<file path="src/rtl/seq_alu_pkg.sv">
// Shared opcode constants and FSM state encoding for the sequential ALU.
// The multiply/divide option is controlled by the SEQ_ALU_MULDIV_EN macro.
package seq_alu_pkg;

    typedef enum logic [1:0] {
        ST_IDLE,
        ST_EXEC,
        ST_DONE
    } state_e;

    localparam logic [3:0]
        OP_ADD  = 4'h0,
        OP_SUB  = 4'h1,
        OP_MUL  = 4'h2,
        OP_DIV  = 4'h3,
        OP_AND  = 4'h4,
        OP_OR   = 4'h5,
        OP_XOR  = 4'h6,
        OP_XNOR = 4'h7,
        OP_SHL  = 4'h8,
        OP_SHR  = 4'h9,
        OP_ROL  = 4'hA,
        OP_ROR  = 4'hB,
        OP_NAND = 4'hC,
        OP_NOR  = 4'hD,
        OP_GT   = 4'hE,
        OP_EQ   = 4'hF;

    function automatic logic is_muldiv(input logic [3:0] op);
        return (op == OP_MUL) || (op == OP_DIV);
    endfunction

endpackage

</file>
<file path="src/rtl/seq_alu_muldiv.sv">
// Iterative shift-add multiplier / restoring divider, one bit per cycle.
// Only built when SEQ_ALU_MULDIV_EN is defined.
`ifdef SEQ_ALU_MULDIV_EN
module seq_alu_muldiv
    import seq_alu_pkg::*;
#(
    parameter int WIDTH = 8
) (
    input  logic             clk,
    input  logic             rst,
    input  logic             start,
    input  logic [3:0]       op,
    input  logic [WIDTH-1:0] a,
    input  logic [WIDTH-1:0] b,
    output logic             done,
    output logic [WIDTH-1:0] result,
    output logic             flag
);

    localparam int              CW   = $clog2(WIDTH);
    localparam logic [CW-1:0]   LAST = CW'(WIDTH - 1);

    logic                 busy_q, busy_d;
    logic                 div_q, div_d;
    logic                 dbz_q, dbz_d;
    logic [CW-1:0]        cnt_q, cnt_d;
    logic [2*WIDTH-1:0]   acc_q, acc_d;
    logic [2*WIDTH-1:0]   opd_q, opd_d;
    logic [WIDTH-1:0]     aux_q, aux_d;
    logic [WIDTH:0]       rem_sh, trial;

    // Multiply: acc = product, opd = shifting multiplicand, aux = multiplier.
    // Divide:   acc = {remainder, quotient}, opd[WIDTH-1:0] = divisor.
    always_comb begin
        busy_d = busy_q;
        div_d  = div_q;
        dbz_d  = dbz_q;
        cnt_d  = cnt_q;
        acc_d  = acc_q;
        opd_d  = opd_q;
        aux_d  = aux_q;
        rem_sh = acc_q[2*WIDTH-1:WIDTH-1];
        trial  = rem_sh - {1'b0, opd_q[WIDTH-1:0]};

        if (start) begin
            busy_d = 1'b1;
            div_d  = (op == OP_DIV);
            dbz_d  = (b == '0);
            cnt_d  = '0;
            acc_d  = (op == OP_DIV) ? {{WIDTH{1'b0}}, a} : '0;
            opd_d  = {{WIDTH{1'b0}}, (op == OP_DIV) ? b : a};
            aux_d  = b;
        end else if (busy_q) begin
            cnt_d = cnt_q + 1'b1;
            if (div_q) begin
                if (!trial[WIDTH])
                    acc_d = {trial[WIDTH-1:0], acc_q[WIDTH-2:0], 1'b1};
                else
                    acc_d = {rem_sh[WIDTH-1:0], acc_q[WIDTH-2:0], 1'b0};
            end else begin
                if (aux_q[0])
                    acc_d = acc_q + opd_q;
                opd_d = {opd_q[2*WIDTH-2:0], 1'b0};
                aux_d = {1'b0, aux_q[WIDTH-1:1]};
            end
            if (cnt_q == LAST)
                busy_d = 1'b0;
        end
    end

    // Result is taken from the final iteration's next value so the top can
    // latch it on the same edge the last step completes.
    assign done   = busy_q && (cnt_q == LAST);
    assign result = (div_q && dbz_q) ? '1 : acc_d[WIDTH-1:0];
    assign flag   = div_q ? dbz_q : |acc_d[2*WIDTH-1:WIDTH];

    always_ff @(posedge clk) begin
        if (rst) begin
            busy_q <= 1'b0;
            div_q  <= 1'b0;
            dbz_q  <= 1'b0;
            cnt_q  <= '0;
            acc_q  <= '0;
            opd_q  <= '0;
            aux_q  <= '0;
        end else begin
            busy_q <= busy_d;
            div_q  <= div_d;
            dbz_q  <= dbz_d;
            cnt_q  <= cnt_d;
            acc_q  <= acc_d;
            opd_q  <= opd_d;
            aux_q  <= aux_d;
        end
    end

endmodule
`endif

</file>
<file path="src/rtl/seq_alu.sv">
// Sequential ALU with valid/ready handshake on both sides.
// Define SEQ_ALU_MULDIV_EN to build the iterative multiply/divide unit.
module seq_alu
    import seq_alu_pkg::*;
#(
    parameter int WIDTH      = 8,
    parameter int SIGNED_CMP = 0
) (
    input  logic             clk,
    input  logic             rst,
    input  logic             in_valid,
    output logic             in_ready,
    input  logic [WIDTH-1:0] A,
    input  logic [WIDTH-1:0] B,
    input  logic [3:0]       Sel,
    output logic             out_valid,
    input  logic             out_ready,
    output logic [WIDTH-1:0] Answer,
    output logic             Carryout,
    output logic             Zero
);

    state_e           state_q, state_d;
    logic [WIDTH-1:0] answer_q, answer_d;
    logic             carry_q, carry_d;

    logic [WIDTH-1:0] alu_ans;
    logic             alu_c;
    logic [WIDTH:0]   sum, diff;
    logic             gt;

    // NOTE: every always_comb output gets a default first; a path that leaves
    // one unassigned would otherwise infer a latch.
    always_comb begin
        alu_ans = '0;
        alu_c   = 1'b0;
        sum     = {1'b0, A} + {1'b0, B};
        diff    = {1'b0, A} - {1'b0, B};
        gt      = (SIGNED_CMP != 0) ? ($signed(A) > $signed(B)) : (A > B);
        case (Sel)
            OP_ADD:  {alu_c, alu_ans} = sum;
            OP_SUB:  {alu_c, alu_ans} = diff;
            OP_AND:  alu_ans = A & B;
            OP_OR:   alu_ans = A | B;
            OP_XOR:  alu_ans = A ^ B;
            OP_XNOR: alu_ans = ~(A ^ B);
            OP_SHL:  begin alu_ans = {A[WIDTH-2:0], 1'b0}; alu_c = A[WIDTH-1]; end
            OP_SHR:  begin alu_ans = {1'b0, A[WIDTH-1:1]}; alu_c = A[0]; end
            OP_ROL:  alu_ans = {A[WIDTH-2:0], A[WIDTH-1]};
            OP_ROR:  alu_ans = {A[0], A[WIDTH-1:1]};
            OP_NAND: alu_ans = ~(A & B);
            OP_NOR:  alu_ans = ~(A | B);
            OP_GT:   alu_ans = WIDTH'(gt);
            OP_EQ:   alu_ans = WIDTH'(A == B);
            // Multiply/divide reaching here means the unit is not built.
            default: begin alu_ans = '0; alu_c = 1'b1; end
        endcase
    end

`ifdef SEQ_ALU_MULDIV_EN
    logic             md_start, md_done, md_flag;
    logic [WIDTH-1:0] md_result;

    assign md_start = (state_q == ST_IDLE) && in_valid && is_muldiv(Sel);

    seq_alu_muldiv #(.WIDTH(WIDTH)) u_muldiv (
        .clk    (clk),
        .rst    (rst),
        .start  (md_start),
        .op     (Sel),
        .a      (A),
        .b      (B),
        .done   (md_done),
        .result (md_result),
        .flag   (md_flag)
    );
`endif

    always_comb begin
        state_d  = state_q;
        answer_d = answer_q;
        carry_d  = carry_q;
        case (state_q)
            ST_IDLE: begin
                if (in_valid) begin
                    state_d  = ST_DONE;
                    answer_d = alu_ans;
                    carry_d  = alu_c;
`ifdef SEQ_ALU_MULDIV_EN
                    if (is_muldiv(Sel)) begin
                        state_d  = ST_EXEC;
                        answer_d = answer_q;
                        carry_d  = carry_q;
                    end
`endif
                end
            end
            ST_EXEC: begin
`ifdef SEQ_ALU_MULDIV_EN
                if (md_done) begin
                    state_d  = ST_DONE;
                    answer_d = md_result;
                    carry_d  = md_flag;
                end
`else
                state_d = ST_IDLE;
`endif
            end
            ST_DONE: begin
                if (out_ready)
                    state_d = ST_IDLE;
            end
            default: state_d = ST_IDLE;
        endcase
    end

    // NOTE: state flops use non-blocking assignments so every register
    // samples its pre-edge value regardless of statement order.
    // NOTE: the result registers are reset along with the state, so an
    // aborted operation can never leave a stale Answer visible.
    always_ff @(posedge clk) begin
        if (rst) begin
            state_q  <= ST_IDLE;
            answer_q <= '0;
            carry_q  <= 1'b0;
        end else begin
            state_q  <= state_d;
            answer_q <= answer_d;
            carry_q  <= carry_d;
        end
    end

    assign in_ready  = (state_q == ST_IDLE);
    assign out_valid = (state_q == ST_DONE);
    assign Answer    = answer_q;
    assign Carryout  = carry_q;
    assign Zero      = (answer_q == '0);

endmodule
</file>
<file path="config.mk">
export PLATFORM = sky130hd
export DESIGN_NAME = seq_alu
export DESIGN_NICKNAME = d
export VERILOG_FILES = /design/src/rtl/seq_alu_pkg.sv /design/src/rtl/seq_alu_muldiv.sv /design/src/rtl/seq_alu.sv
export SDC_FILE = /design/constraint.sdc
export NUM_CORES = 1
export LEC_CHECK = 0
export ABC_AREA = 1
export CAP_MARGIN = 10
export CORE_ASPECT_RATIO = 0.9
export CORE_MARGIN = 10
export CORE_UTILIZATION = 50
export CTS_CLUSTER_DIAMETER = 30
export DETAILED_ROUTE_END_ITERATION = 8
export GPL_TIMING_DRIVEN = 0
export PLACE_DENSITY = 0.77
export SYNTH_ARGS = -nofsm -noshare
export SYNTH_HDL_FRONTEND = slang
export SYNTH_HIERARCHICAL = 1
export SYNTH_SLANG_ARGS = --single-unit
</file>
<file path="constraint.sdc">
create_clock -name clk -period 4.9 [get_ports clk]
set_clock_uncertainty 0.05 [all_clocks]
set_input_delay 0.735 -clock clk [delete_from_list [all_inputs] [get_ports clk]]
set_output_delay 0.735 -clock clk [all_outputs]
set_load 0.005 [all_outputs]
</file>
### After elaboration in Yosys (flattened, before gate mapping)

Index checks and enable logic that the tools add are counted.

| word-level totals | value |
|---|---|
| register bits after elaboration | 11 |
| input port bits | 24 |

| operators by class | value |
|---|---|
| bitwise operators | 6 |
| mux-type cells | 5 |
| add/subtract/negate cells | 2 |
| reductions and logical operators | 6 |
| magnitude comparators | 1 |
| eq/ne operators | 17 |

Operator list:

| cell | number |
|---|---|
| 8-bit one-hot mux with 14 select lines | 1 |
| 4-bit equality test, second input constant | 8 |
| 8-bit inverter | 3 |
| 4-bit by 3-bit equality test with 1-bit output, second input constant | 4 |
| 10-bit OR reduction | 1 |
| 8-bit by 8-bit adder with 9-bit output | 1 |
| 8-bit by 8-bit subtractor with 9-bit output | 1 |
| 8-bit bitwise AND | 1 |
| 8-bit equality test | 1 |
| 8-bit greater-than comparator | 1 |
| 8-bit logical NOT | 1 |
| 8-bit OR | 1 |
| 8-bit XOR | 1 |
| 1-bit one-hot mux with 5 select lines | 1 |
| 4-bit by 1-bit equality test with 1-bit output, second input constant | 1 |
| 4-bit logical NOT | 1 |
| 2-bit 2-to-1 mux | 2 |
| 2-bit one-hot mux with 2 select lines | 1 |
| 2-bit AND reduction | 2 |
| 2-bit equality test, second input constant | 1 |
| 2-bit logical NOT | 1 |
| 2-bit by 1-bit inequality test with 1-bit output, second input constant | 1 |
| 2-bit inequality test, second input constant | 1 |

### Logic depth before layout (Yosys ltp)

Gate-level depths: netlist of the first run.

| depth | value |
|---|---|
| depth in word-level cells | 3 |
| mapped depth | 14 |
| mapped depth without buffers | 13 |

### Worst setup path after synthesis of the first run

No wires, ideal clock.

| timing path | value |
|---|---|
| path type | input-to-reg |
| start point | input A[0] |
| end point | register carry_q, in the netlist Carryout |
| library setup time | 0.115 ns |
| path slack | 2.690 ns |
| data arrival time | 2.045 ns |
| cell stages on the path | 9 |
| buffers on the path | 0 |
| required time | 4.735 ns |
| cells stage by stage | inv_1 > ha_1 > fa_1 > nor3_1 > nor2_1 > o211ai_1 > nand3_1 > o21ai_0 > inv_1 |

| on the way | value |
|---|---|
| cells in the longest elaborated chain, start to end | 2 |
| elaborated cells between the ends (all ways) | 3 |

RTL lines:

| item | line | text |
|---|---|---|
| start: declaration | seq_alu.sv:13 | `input logic [WIDTH-1:0] A,` |
| 8-bit by 8-bit subtractor with 9-bit output / 8-bit by 8-bit adder with 9-bit output (equally long branches) | seq_alu.sv:38, seq_alu.sv:37 |  |
| 1-bit one-hot mux with 5 select lines (*) | seq_alu.sv:40 | `case (Sel)` |
| end signal: assignment | seq_alu.sv:129 | `carry_q <= carry_d;` |
| end: declaration | seq_alu.sv:25 | `logic carry_q, carry_d;` |

Every way passes the cells marked *; elsewhere a longest branch is shown, timed or not.
A chain may end at the register's enable or synchronous reset.

### Worst setup path in the final report of the first run

| timing path | value |
|---|---|
| start point | input A[1] |
| end point | register answer_q[7], in the netlist Answer[7] |

| on the way | value |
|---|---|
| cells in the longest elaborated chain, start to end | 2 |
| elaborated cells between the ends (all ways) | 3 |

RTL lines:

| item | line | text |
|---|---|---|
| 8-bit by 8-bit subtractor with 9-bit output / 8-bit by 8-bit adder with 9-bit output (equally long branches) | seq_alu.sv:38, seq_alu.sv:37 |  |
| 8-bit one-hot mux with 14 select lines (*) | seq_alu.sv:40 |  |
| end signal: assignment | seq_alu.sv:128 | `answer_q <= answer_d;` |
| end: declaration | seq_alu.sv:24 | `logic [WIDTH-1:0] answer_q, answer_d;` |

Marks and branches as above.

==> results of run 1 <==
[routing by layer]
metal / up-vias / wire [um]
met1: 1068 / 2920
met2: 129 / 2770
li1: 1238 / -
met4: 0 / 187
met5: - / 0
met3: 23 / 623
[placed cells by master (no fill, tap or decap), drive strengths merged]
cell type | netlist | final
nand2 | 108 | 108
o21ai | 26 | 26
dfxtp | 10 | 10
clkdlybuf4s50 | 0 | 34
fa | 2 | 2
a21o | 1 | 1
nor4 | 1 | 1
or2 | 1 | 1
clkinv | 1 | 1
o22ai | 8 | 8
a21oi | 17 | 17
nor2 | 45 | 45
clkbuf | 1 | 4
ha | 24 | 24
o211ai | 4 | 4
nand4 | 5 | 5
a31oi | 1 | 1
nand3 | 36 | 36
nand3b | 1 | 1
buf | 4 | 4
nor3 | 8 | 8
o21bai | 1 | 1
inv | 52 | 52
[layout make-up]
cell class                 instances  area (um^2)  share of cell area, %
multi-input combinational        289         1520                   63.8
inverter                          53          199                   8.36
tap                               46         57.6                   2.42
timing repair buffer              34          340                   14.3
clock buffer                       3         41.3                   1.74
sequential                        10          200                   8.41
buffer                             5         23.8                  0.999
[how the worst min path moves through the flow]
stage,slack [ps],endpoint,startpoint,cells past startpoint
3_3_place_gp,420,Answer[3],Answer[3],2
3_5_place_dp,420,Answer[6],Answer[6],2
4_1_cts,430,Answer[6],Answer[6],2
2_1_floorplan,420,Answer[6],Answer[6],2
5_1_grt,450,Answer[1],Answer[1],2
6_report,430,Answer[3],Answer[3],2
[registers in the layout (all words and copies together) (netlist names)]
| signal | cells |
|---|---|
| Answer | 8 |
| Carryout | 1 |
| state_q | 1 |
[Yosys cell counts]
cell type	number	share of area [%]
a21oi_1	17	4.4
a21o_1	1	0.39
inv_1	49	9.5
a31oi_1	1	0.32
nor3_1	8	2.1
nor2_2	1	0.32
o21bai_1	1	0.39
nor2_1	43	8.3
nor4_1	1	0.32
nor2_4	1	0.58
nand2_2	2	0.64
o21ai_1	1	0.26
clkinv_1	1	0.19
nand3b_1	1	0.39
o21ai_0	25	6.4
nand4_1	5	1.6
ha_1	24	15
clkbuf_1	1	0.19
fa_1	2	2.1
or2_2	1	0.32
inv_2	3	0.58
buf_2	4	1.0
o211ai_1	4	1.5
nand3_1	36	9.3
dfxtp_1	10	10
o22ai_1	8	2.6
nand2_1	106	21
[per-stage QoR]
step / hold slack [ps] / std cells / util, %
floorplan: 424 / 357 / -
global placement: 418 / 437 / 62.7
detailed placement: 419 / 437 / 62.7
CTS: 426 / 440 / 63.8
global route: 454 / 440 / 63.8
finish: 430 / 440 / 63.8
[cell families after synthesis]
logic type               share of synthesized area (%)
AND/OR/NAND/NOR                                   44.4
AO/OA/AOI/OAI                                     16.3
buffers and inverters                             11.5
adder cells (fa/ha/maj)                           17.5
flip-flops                                        10.3
[power breakdown]
part           switching, mW  total (mW)  internal (mW)
sequential           0.00403      0.0917         0.0877
combinational          0.121       0.202         0.0813
clock                 0.0283      0.0818         0.0535
total                  0.153       0.375          0.222
[critical path: stages]
cell	delay, ps
clkdlybuf4s50_1	570
inv_1	150
ha_1	410
o21ai_0	420
nand3_1	170
nand2_1	130
nand3_1	70
nand3_1	100
nand3_1	80
nand2_1	70
a21oi_1	70
==> reports/qor.txt, run 1 <==
Status: finished clean
Pwr/cell area: 158 mW/mm^2
Routability Congestion: 0.978
Global Route Usage Sum: 18.8%
Reg clk slew, reported paths: 40 ps
Sequential fraction of the synthesis area: 10.3%
Vias per cell: 5.59
Synthesis-stage register bit count: 10
DRC viols: 0
Critical Path Source: A[1]
GR peak layer: met2
Final setup vio count: 0
Hold_buf cts: 0
Critical Path End Type: flip-flop
R2R depth: 7
Yosys warnings: 6
Post-synth cell types: 27
R2r setup slk: 3590 ps
Num CTS Buffers: 3
M1 GR Usage: 25.4%
Setup bufs post-CTS: 0
Die H: 79.1 um
Reg-to-reg endpoint: Carryout
Synthesized cell area: 0.00194 mm^2
Nets: 446
CTS tree: built
Net Count, Synth: 407
Final worst-path setup slack: 1990 ps
Port bufs: 34
Total gr overflow: 0
Post-DP HPWL: 5260 um
Critical path endpoint: Answer[7]
Final Hold Vio Count: 0
WS Path Type: in -> reg
DRT antenna net count: 0
# fillers: 392
Setup TNS: 0 ps
Layout area overhead: 22.6%
Vias post-DR: 2458
DIE WIDTH: 85.7 um
Slew HR: 57.5%
First-pass GRT wire length: 10600 um
Min Clock Period, post-route: 2910 ps
Area after DPL: 0.00234 mm^2
Worst skew pair latency: 230 ps
Dpl ws: 1800 ps
TritonRoute pass-1 iters: 5
Die ar.: 0.00678 mm^2
Row cnt: 21
Ports: 36
Post-synthesis instance total: 357
GR Util met3: 2.86%
Root Driver: clkbuf_8
Initial core utilization: 52.0%
Vias in the first global route: 2242
Reg2reg start: state_q[1]
Pin count of the biggest net entering global routing: 11
Worst Tran Pin Value: 635 ps
Period utilization: 59.5%
Initial antenna violation count: 0
Leakage power: 1.17 nW
M2 GR Usage: 29.4%
Clock sinks: 10
Worst hold path type: reg -> reg
Total power: 0.375 mW
Total of max-cap violations: 0
Synthesized area per cell: 5.44 um^2
Drt wl/cell: 14.8 um
Arr. time, crit path: 2960 ps
CP max FO: 6
Max Slew Vio Count: 0
Total Wirelength: 6500 um
VDD IR max: 0.0560 mV
CP Launch Type: input pin
RSZ-0062 raised after global routing: false
Cts repair resizes: 0
Core area: 0.00373 mm^2
Ant. Diodes: 0
CTS HTree Levels: 1
Initial DRC count: 266
CP required: 4950 ps
Fmax: 343 MHz
Layout cells sized above 1: 3.81%
Max Root-Sink Buffers: 2
Design area: 0.00238 mm^2
(Power assumes the default switching activity.)
==> inputs of run 2 (changes only) <==
--- a/config.mk
+++ b/config.mk
@@ -9,7 +9,7 @@
 export CAP_MARGIN = 10
 export CORE_ASPECT_RATIO = 0.9
 export CORE_MARGIN = 10
-export CORE_UTILIZATION = 50
+export CORE_UTILIZATION = 48
 export CTS_CLUSTER_DIAMETER = 30
 export DETAILED_ROUTE_END_ITERATION = 8
 export GPL_TIMING_DRIVEN = 0
==> constraint.sdc (replaced) <==
create_clock -name clk -period 2.4 [get_ports clk]
set_clock_uncertainty 0.05 [all_clocks]
set_input_delay 0.36 -clock clk [delete_from_list [all_inputs] [get_ports clk]]
set_output_delay 0.36 -clock clk [all_outputs]
set_load 0.005 [all_outputs]
==> run 2 against run 1 <==
Against the previous run:
- setup slack got worse by 1900 ps
- highest routed layer unchanged
- die area is 3.1% higher
- global-route usage fell by 0.22 points
- power grew 120%
- sequential share of layout area shrank 0.24 points
- register-to-register slack got worse by 2600 ps
- final area rose by 2.9%
- final cell count rose by 0.23%
==> reports/qor.txt, run 2 (synthesis gave the netlist of run 1 again) <==
Reg2reg start: state_q[1]
Max Root-Sink Buffers: 2 (unchanged)
Max Slew Vio Count: 0 (unchanged)
DRT antenna net count: 0 (unchanged)
Core area: 0.00381 mm^2 (+2.1%)
Setup bufs post-CTS: 0 (unchanged)
WS Path Type: in -> reg
Commonest non-fill, non-tap cells in the layout: nand2_1 (106), inv_1 (45), nor2_1 (40), nand3_1 (35), clkdlybuf4s50_1 (31)
Leakage power: 1.21 nW (+3.0%)
Largest register FFs: 8 (unchanged)
Die H: 80.3 um (+1.5%)
Period utilization: 95.1%
Arr. time, crit path: 2360 ps (-600 ps)
R2r setup slk: 1030 ps (-2560 ps)
Internal power: 0.497 mW (+120%)
Final Hold Vio Count: 0 (unchanged)
CP Launch Type: input pin
TritonRoute pass-1 iters: 5 (unchanged)
Root Driver: clkbuf_8
Ports: 36 (unchanged)
Commonest non-fill, non-tap cell in the layout: nand2_1
CTS HTree Levels: 1 (unchanged)
First-pass GRT wire length: 10600 um (-0.90%)
Post-DP HPWL: 5290 um (+0.41%)
Total of max-cap violations: 0 (unchanged)
Comb pwr share: 51.7% (-2.1 points)
Clock sinks: 10 (unchanged)
Fmax: 438 MHz
Total power: 0.834 mW (+120%)
Die ar.: 0.00699 mm^2 (+3.1%)
Worst hold path type: reg -> reg
Port bufs: 34 (unchanged)
Drt wl/cell: 15.1 um (+2.4%)
WHS Path Cells: 2 (unchanged)
Initial antenna violation count: 0 (unchanged)
Psw: 0.337 mW (+120%)
Initial DRC count: 226 (-15%)
CTS tree: built
Layout cells sized above 1: 7.85% (+4.0 points)
Status: finished clean
Critical Path End Type: flip-flop
Hold_ws: 438 ps (+7.71 ps)
Routability Congestion: 0.959 (-2.0%)
Nets: 446 (unchanged)
Total Wirelength: 6670 um (+2.7%)
Worst skew pair latency: 240 ps (about the same)
Initial core utilization: 50.9% (-1.1 points)
Global Route Usage Sum: 18.5% (-0.22 points)
Pin count of the biggest net entering global routing: 11 (unchanged)
Post-layout util: 64.3% (+0.52 points)
Hold Path Origin: Answer[0]
Ant. Diodes: 0 (unchanged)
Pwr/cell area: 341 mW/mm^2 (+120%)
Layout area overhead: 26.2%
Sw frac: 40.4% (-0.30 points)
Num CTS Buffers: 3 (unchanged)
DRC viols: 0 (unchanged)
Reg-to-reg endpoint: Carryout
CP max FO: 6 (unchanged)
CP required: 2480 ps (-2470 ps)
Final setup vio count: 0 (unchanged)
Clock power share: 25.8% (+4.0 points)
Vias in the first global route: 2205 (-1.7%)
Total gr overflow: 0 (unchanged)
Vias per cell: 5.66 (+1.3%)
DIE WIDTH: 87.0 um (+1.6%)
Worst Tran Pin Value: 519 ps (-116 ps)
R2R depth: 7 (unchanged)
Slew HR: 65.3% (+7.8 points)
Row cnt: 21 (unchanged)
Hold Path End: Answer[0]
Vias post-DR: 2496 (+1.5%)
Min Clock Period, post-route: 2280 ps
Reg power frac: 22.5% (-1.9 points)
Area after DPL: 0.00234 mm^2 (unchanged)
Design area: 0.00245 mm^2 (+2.9%)
Reg clk slew, reported paths: 50 ps (about the same)
VDD IR max: 0.168 mV (+200%)
==> run 2: power by group through the flow <==
stage,combinational [mW],clock (mW),sequential [mW]
after floorplan,0.247,0,0.191
after global placement,0.402,0,0.190
after detailed placement,0.404,0,0.191
after CTS,0.409,0.218,0.188
after global routing,0.481,0.226,0.189
final,0.431,0.215,0.188
==> run 2: timing repair <==
action                                  in CTS  in global routing
pin swaps                                    0                  1
hold buffers                                 0                  0
resized for setup                            3                 19
endpoints found under the setup margin       4                  7
==> run 2: worst max-delay path, cell delays in order <==
cell and delay (ps):
clkdlybuf4s50_1 560, inv_1 110, ha_1 420, inv_2 160, nand3_1 150, o211ai_1 270, nand3_1 110, o21ai_0 150
inv_1 60
==> run 2: layout make-up <==
cell class	count	area, um^2
repair buffers	34	348
inverters	53	199
well taps	46	57.6
multi-input cells	289	1560
flip-flops and latches	10	200
clock buffers	4	55.1
fillers	389	1360
plain buffers	5	26.3
==> run 2: worst max-delay path by stage <==
| stage | startpoint | to | slack [ps] |
|---|---|---|---|
| 2_1_floorplan | A[0] | Carryout | 560 |
| 5_1_grt | B[5] | Carryout | -40 |
| 3_5_place_dp | A[0] | Carryout | -300 |
| 6_report | A[7] | Carryout | 120 |
| 4_1_cts | A[0] | Carryout | -10 |
| 3_3_place_gp | A[0] | Carryout | -290 |
==> run 2: per-stage QoR <==
stage	std cells	TNS [ps]	setup WS, ps
after detailed placement	437	-1520	-303
after global placement	437	-1450	-290
final	441	0	117
after floorplan	357	0	565
after global routing	441	-36.7	-36.7
after CTS	441	-11.3	-11.3
==> run 2: routing by layer <==
metal | vias to the layer above | part of all wire (%) | global-route usage (%)
met2 | 140 | 44 | 29.0
met3 | 16 | 9.8 | 3.43
met4 | 0 | 2.5 | 4.05
met5 | - | 0 | 0
li1 | 1235 | - | -
met1 | 1105 | 44 | 25.5
==> inputs of run 3 (changes only) <==
--- a/config.mk
+++ b/config.mk
@@ -8,7 +8,6 @@
 export ABC_AREA = 1
 export CAP_MARGIN = 10
 export CORE_ASPECT_RATIO = 0.9
-export CORE_MARGIN = 10
 export CORE_UTILIZATION = 48
 export CTS_CLUSTER_DIAMETER = 30
 export DETAILED_ROUTE_END_ITERATION = 8
==> run 3 against run 2 <==
Against the previous run:
- sequential power hardly changed
- setup slack better by 41 ps
- first-iteration DRC count is 13% lower
- global-route usage is 11 points higher
- non-clock buffer count is 1 higher
- clock power is 3% lower
- maximum frequency is 1.8% higher
- hold slack worse by 5.8 ps
- critical path type unchanged
- largest power group unchanged
==> reports/qor.txt, run 3 (synthesis gave the netlist of run 1 again) <==
CP Buf/Inv Count: 5 (+1)
Core area: 0.00378 mm^2 (-0.69%)
Dpl ws: -329 ps (-25.9 ps)
Most used cell, CP: nand3_1
Min Clock Period, post-route: 2240 ps (-41.0 ps)
Ant. Diodes: 0 (unchanged)
Die H: 62.3 um (-22%)
CTS HTree Levels: 1 (unchanged)
Routability Congestion: 0.950 (-1.0%)
DIE WIDTH: 69.0 um (-21%)
CP required: 2460 ps (-20 ps)
WS Path Type: in -> reg
Global Route Usage Sum: 29.1% (+11 points)
First-pass GRT wire length: 10300 um (-2.8%)
Drt wl/cell: 14.1 um (-6.8%)
Max Slew Vio Count: 0 (unchanged)
CP max FO: 9 (+3)
Total Wirelength: 6230 um (-6.6%)
Die ar.: 0.00430 mm^2 (-38%)
Top cell family by delay on the critical path: buffers and inverters
Vias post-DR: 2489 (-0.28%)
Port bufs: 34 (unchanged)
VDD IR max: 0.113 mV (-33%)
Clock sinks: 10 (unchanged)
Pin count of the biggest net entering global routing: 11 (unchanged)
Status: finished clean
Max Root-Sink Buffers: 2 (unchanged)
Leakage power: 1.20 nW (-1.2%)
Period utilization: 93.4% (-1.7 points)
Layout area overhead: 25.7%
Post-DP HPWL: 5010 um (-5.2%)
Commonest non-fill, non-tap cell in the layout: nand2_1
Total power: 0.819 mW (-1.8%)
Nets: 447 (+0.22%)
Ports: 36 (unchanged)
Worst skew pair latency: 240 ps (about the same)
CP Launch Type: input pin
Vias in the first global route: 2256 (+2.3%)
Slew HR: 58.1% (-7.2 points)
Initial DRC count: 197 (-13%)
Row cnt: 21 (unchanged)
Commonest non-fill, non-tap cells in the layout: nand2_1 (106), inv_1 (46), nor2_1 (42), nand3_1 (35), clkdlybuf4s50_1 (32)
Worst Tran Pin Value: 626 ps (+107 ps)
DRC viols: 0 (unchanged)
CP max stage delay: 510 ps (-50 ps)
CTS tree: built
RSZ-0062 raised after global routing: false
Final setup vio count: 0 (unchanged)
Largest register FFs: 8 (unchanged)
Initial antenna violation count: 0 (unchanged)
Final worst-path setup slack: 158 ps (+41.0 ps)
Fmax: 446 MHz (+1.8%)
DRT antenna net count: 0 (unchanged)
TritonRoute pass-1 iters: 5 (unchanged)
Reg clk slew, reported paths: 50 ps (about the same)
Worst hold path type: reg -> reg
Root Driver: clkbuf_8
Critical Path End Type: flip-flop
Crit-path slowest cell: clkdlybuf4s50_1
Total of max-cap violations: 0 (unchanged)
Pwr/cell area: 336 mW/mm^2 (-1.3%)
CP cell instances: clkdlybuf4s50_1, inv_1, ha_1, buf_2, inv_1, nand2_1, inv_1, nand3_1, nand2_1, nand3_1, nand3_1, nand3_1, nand2_1, a21oi_1
Num CTS Buffers: 3 (unchanged)
Vias per cell: 5.63 (-0.51%)
Layout cells sized above 1: 7.58% (-0.27 points)
Total gr overflow: 0 (unchanged)
Initial core utilization: 51.3% (+0.35 points)
Final Hold Vio Count: 0 (unchanged)
Arr. time, crit path: 2300 ps (-60 ps)
## run 3: path summary, 6_finish.rpt
path | startpoint | endpoint | slack, ps | cells past startpoint
setup reg to reg | state_q[1] | Carryout | 1100 | 7
setup / recovery | A[3] | Answer[7] | 160 | 14
hold / removal | Answer[3] | Answer[3] | 430 | 2
hold reg to reg | Answer[3] | Answer[3] | 430 | 2
## run 3: area by class of cell
cell class / count / area, um^2
multi-input combinational: 289 / 1550
fill: 403 / 1350
timing repair buffer: 35 / 349
sequential: 10 / 200
inverter: 53 / 199
tap: 46 / 57.6
clock buffer: 4 / 55.1
buffer: 5 / 26.3
## run 3: what timing repair did
| item | 4_1_cts | 5_1_grt |
|---|---|---|
| hold buffers | 0 | 0 |
| endpoints found under the setup margin | 2 | 7 |
| setup buffers | 0 | 1 |
| pin swaps | 0 | 2 |
| gates resized for setup | 2 | 16 |
## run 3: power breakdown
| group | switching [mW] | total, mW | internal, mW |
|---|---|---|---|
| clock network | 0.0647 | 0.209 | 0.144 |
| registers | 0.00807 | 0.187 | 0.179 |
| logic | 0.252 | 0.424 | 0.172 |
## run 3: metal layers
layer	global-route usage, %	routed length [um]	up-vias
met5	0	0	-
met4	11.2	135	0
met3	1.95	639	17
met2	47.1	2760	145
met1	40.3	2700	1088
li1	-	-	1239
## run 3: stage by stage
step                cell area (um^2)  setup TNS [ps]  instances  utilization (%)  hold slack (ps)
CTS                             2390               0        441             63.2              434
global route                    2440               0        442             64.5              462
floorplan                       1940               0        357                -              424
detailed placement              2340           -1500        437             61.8              426
global placement                2340           -1430        437             61.8              418
finish                          2440               0        442             64.5              432
## run 3: worst register-to-register path, cell delays in order, from the launching register on
cell and delay, ps:
dfxtp_1 320, inv_1 60, nand2_2 150, clkinv_1 270, nor2_1 160, nor2_1 50, o21ai_0 80, inv_1 50
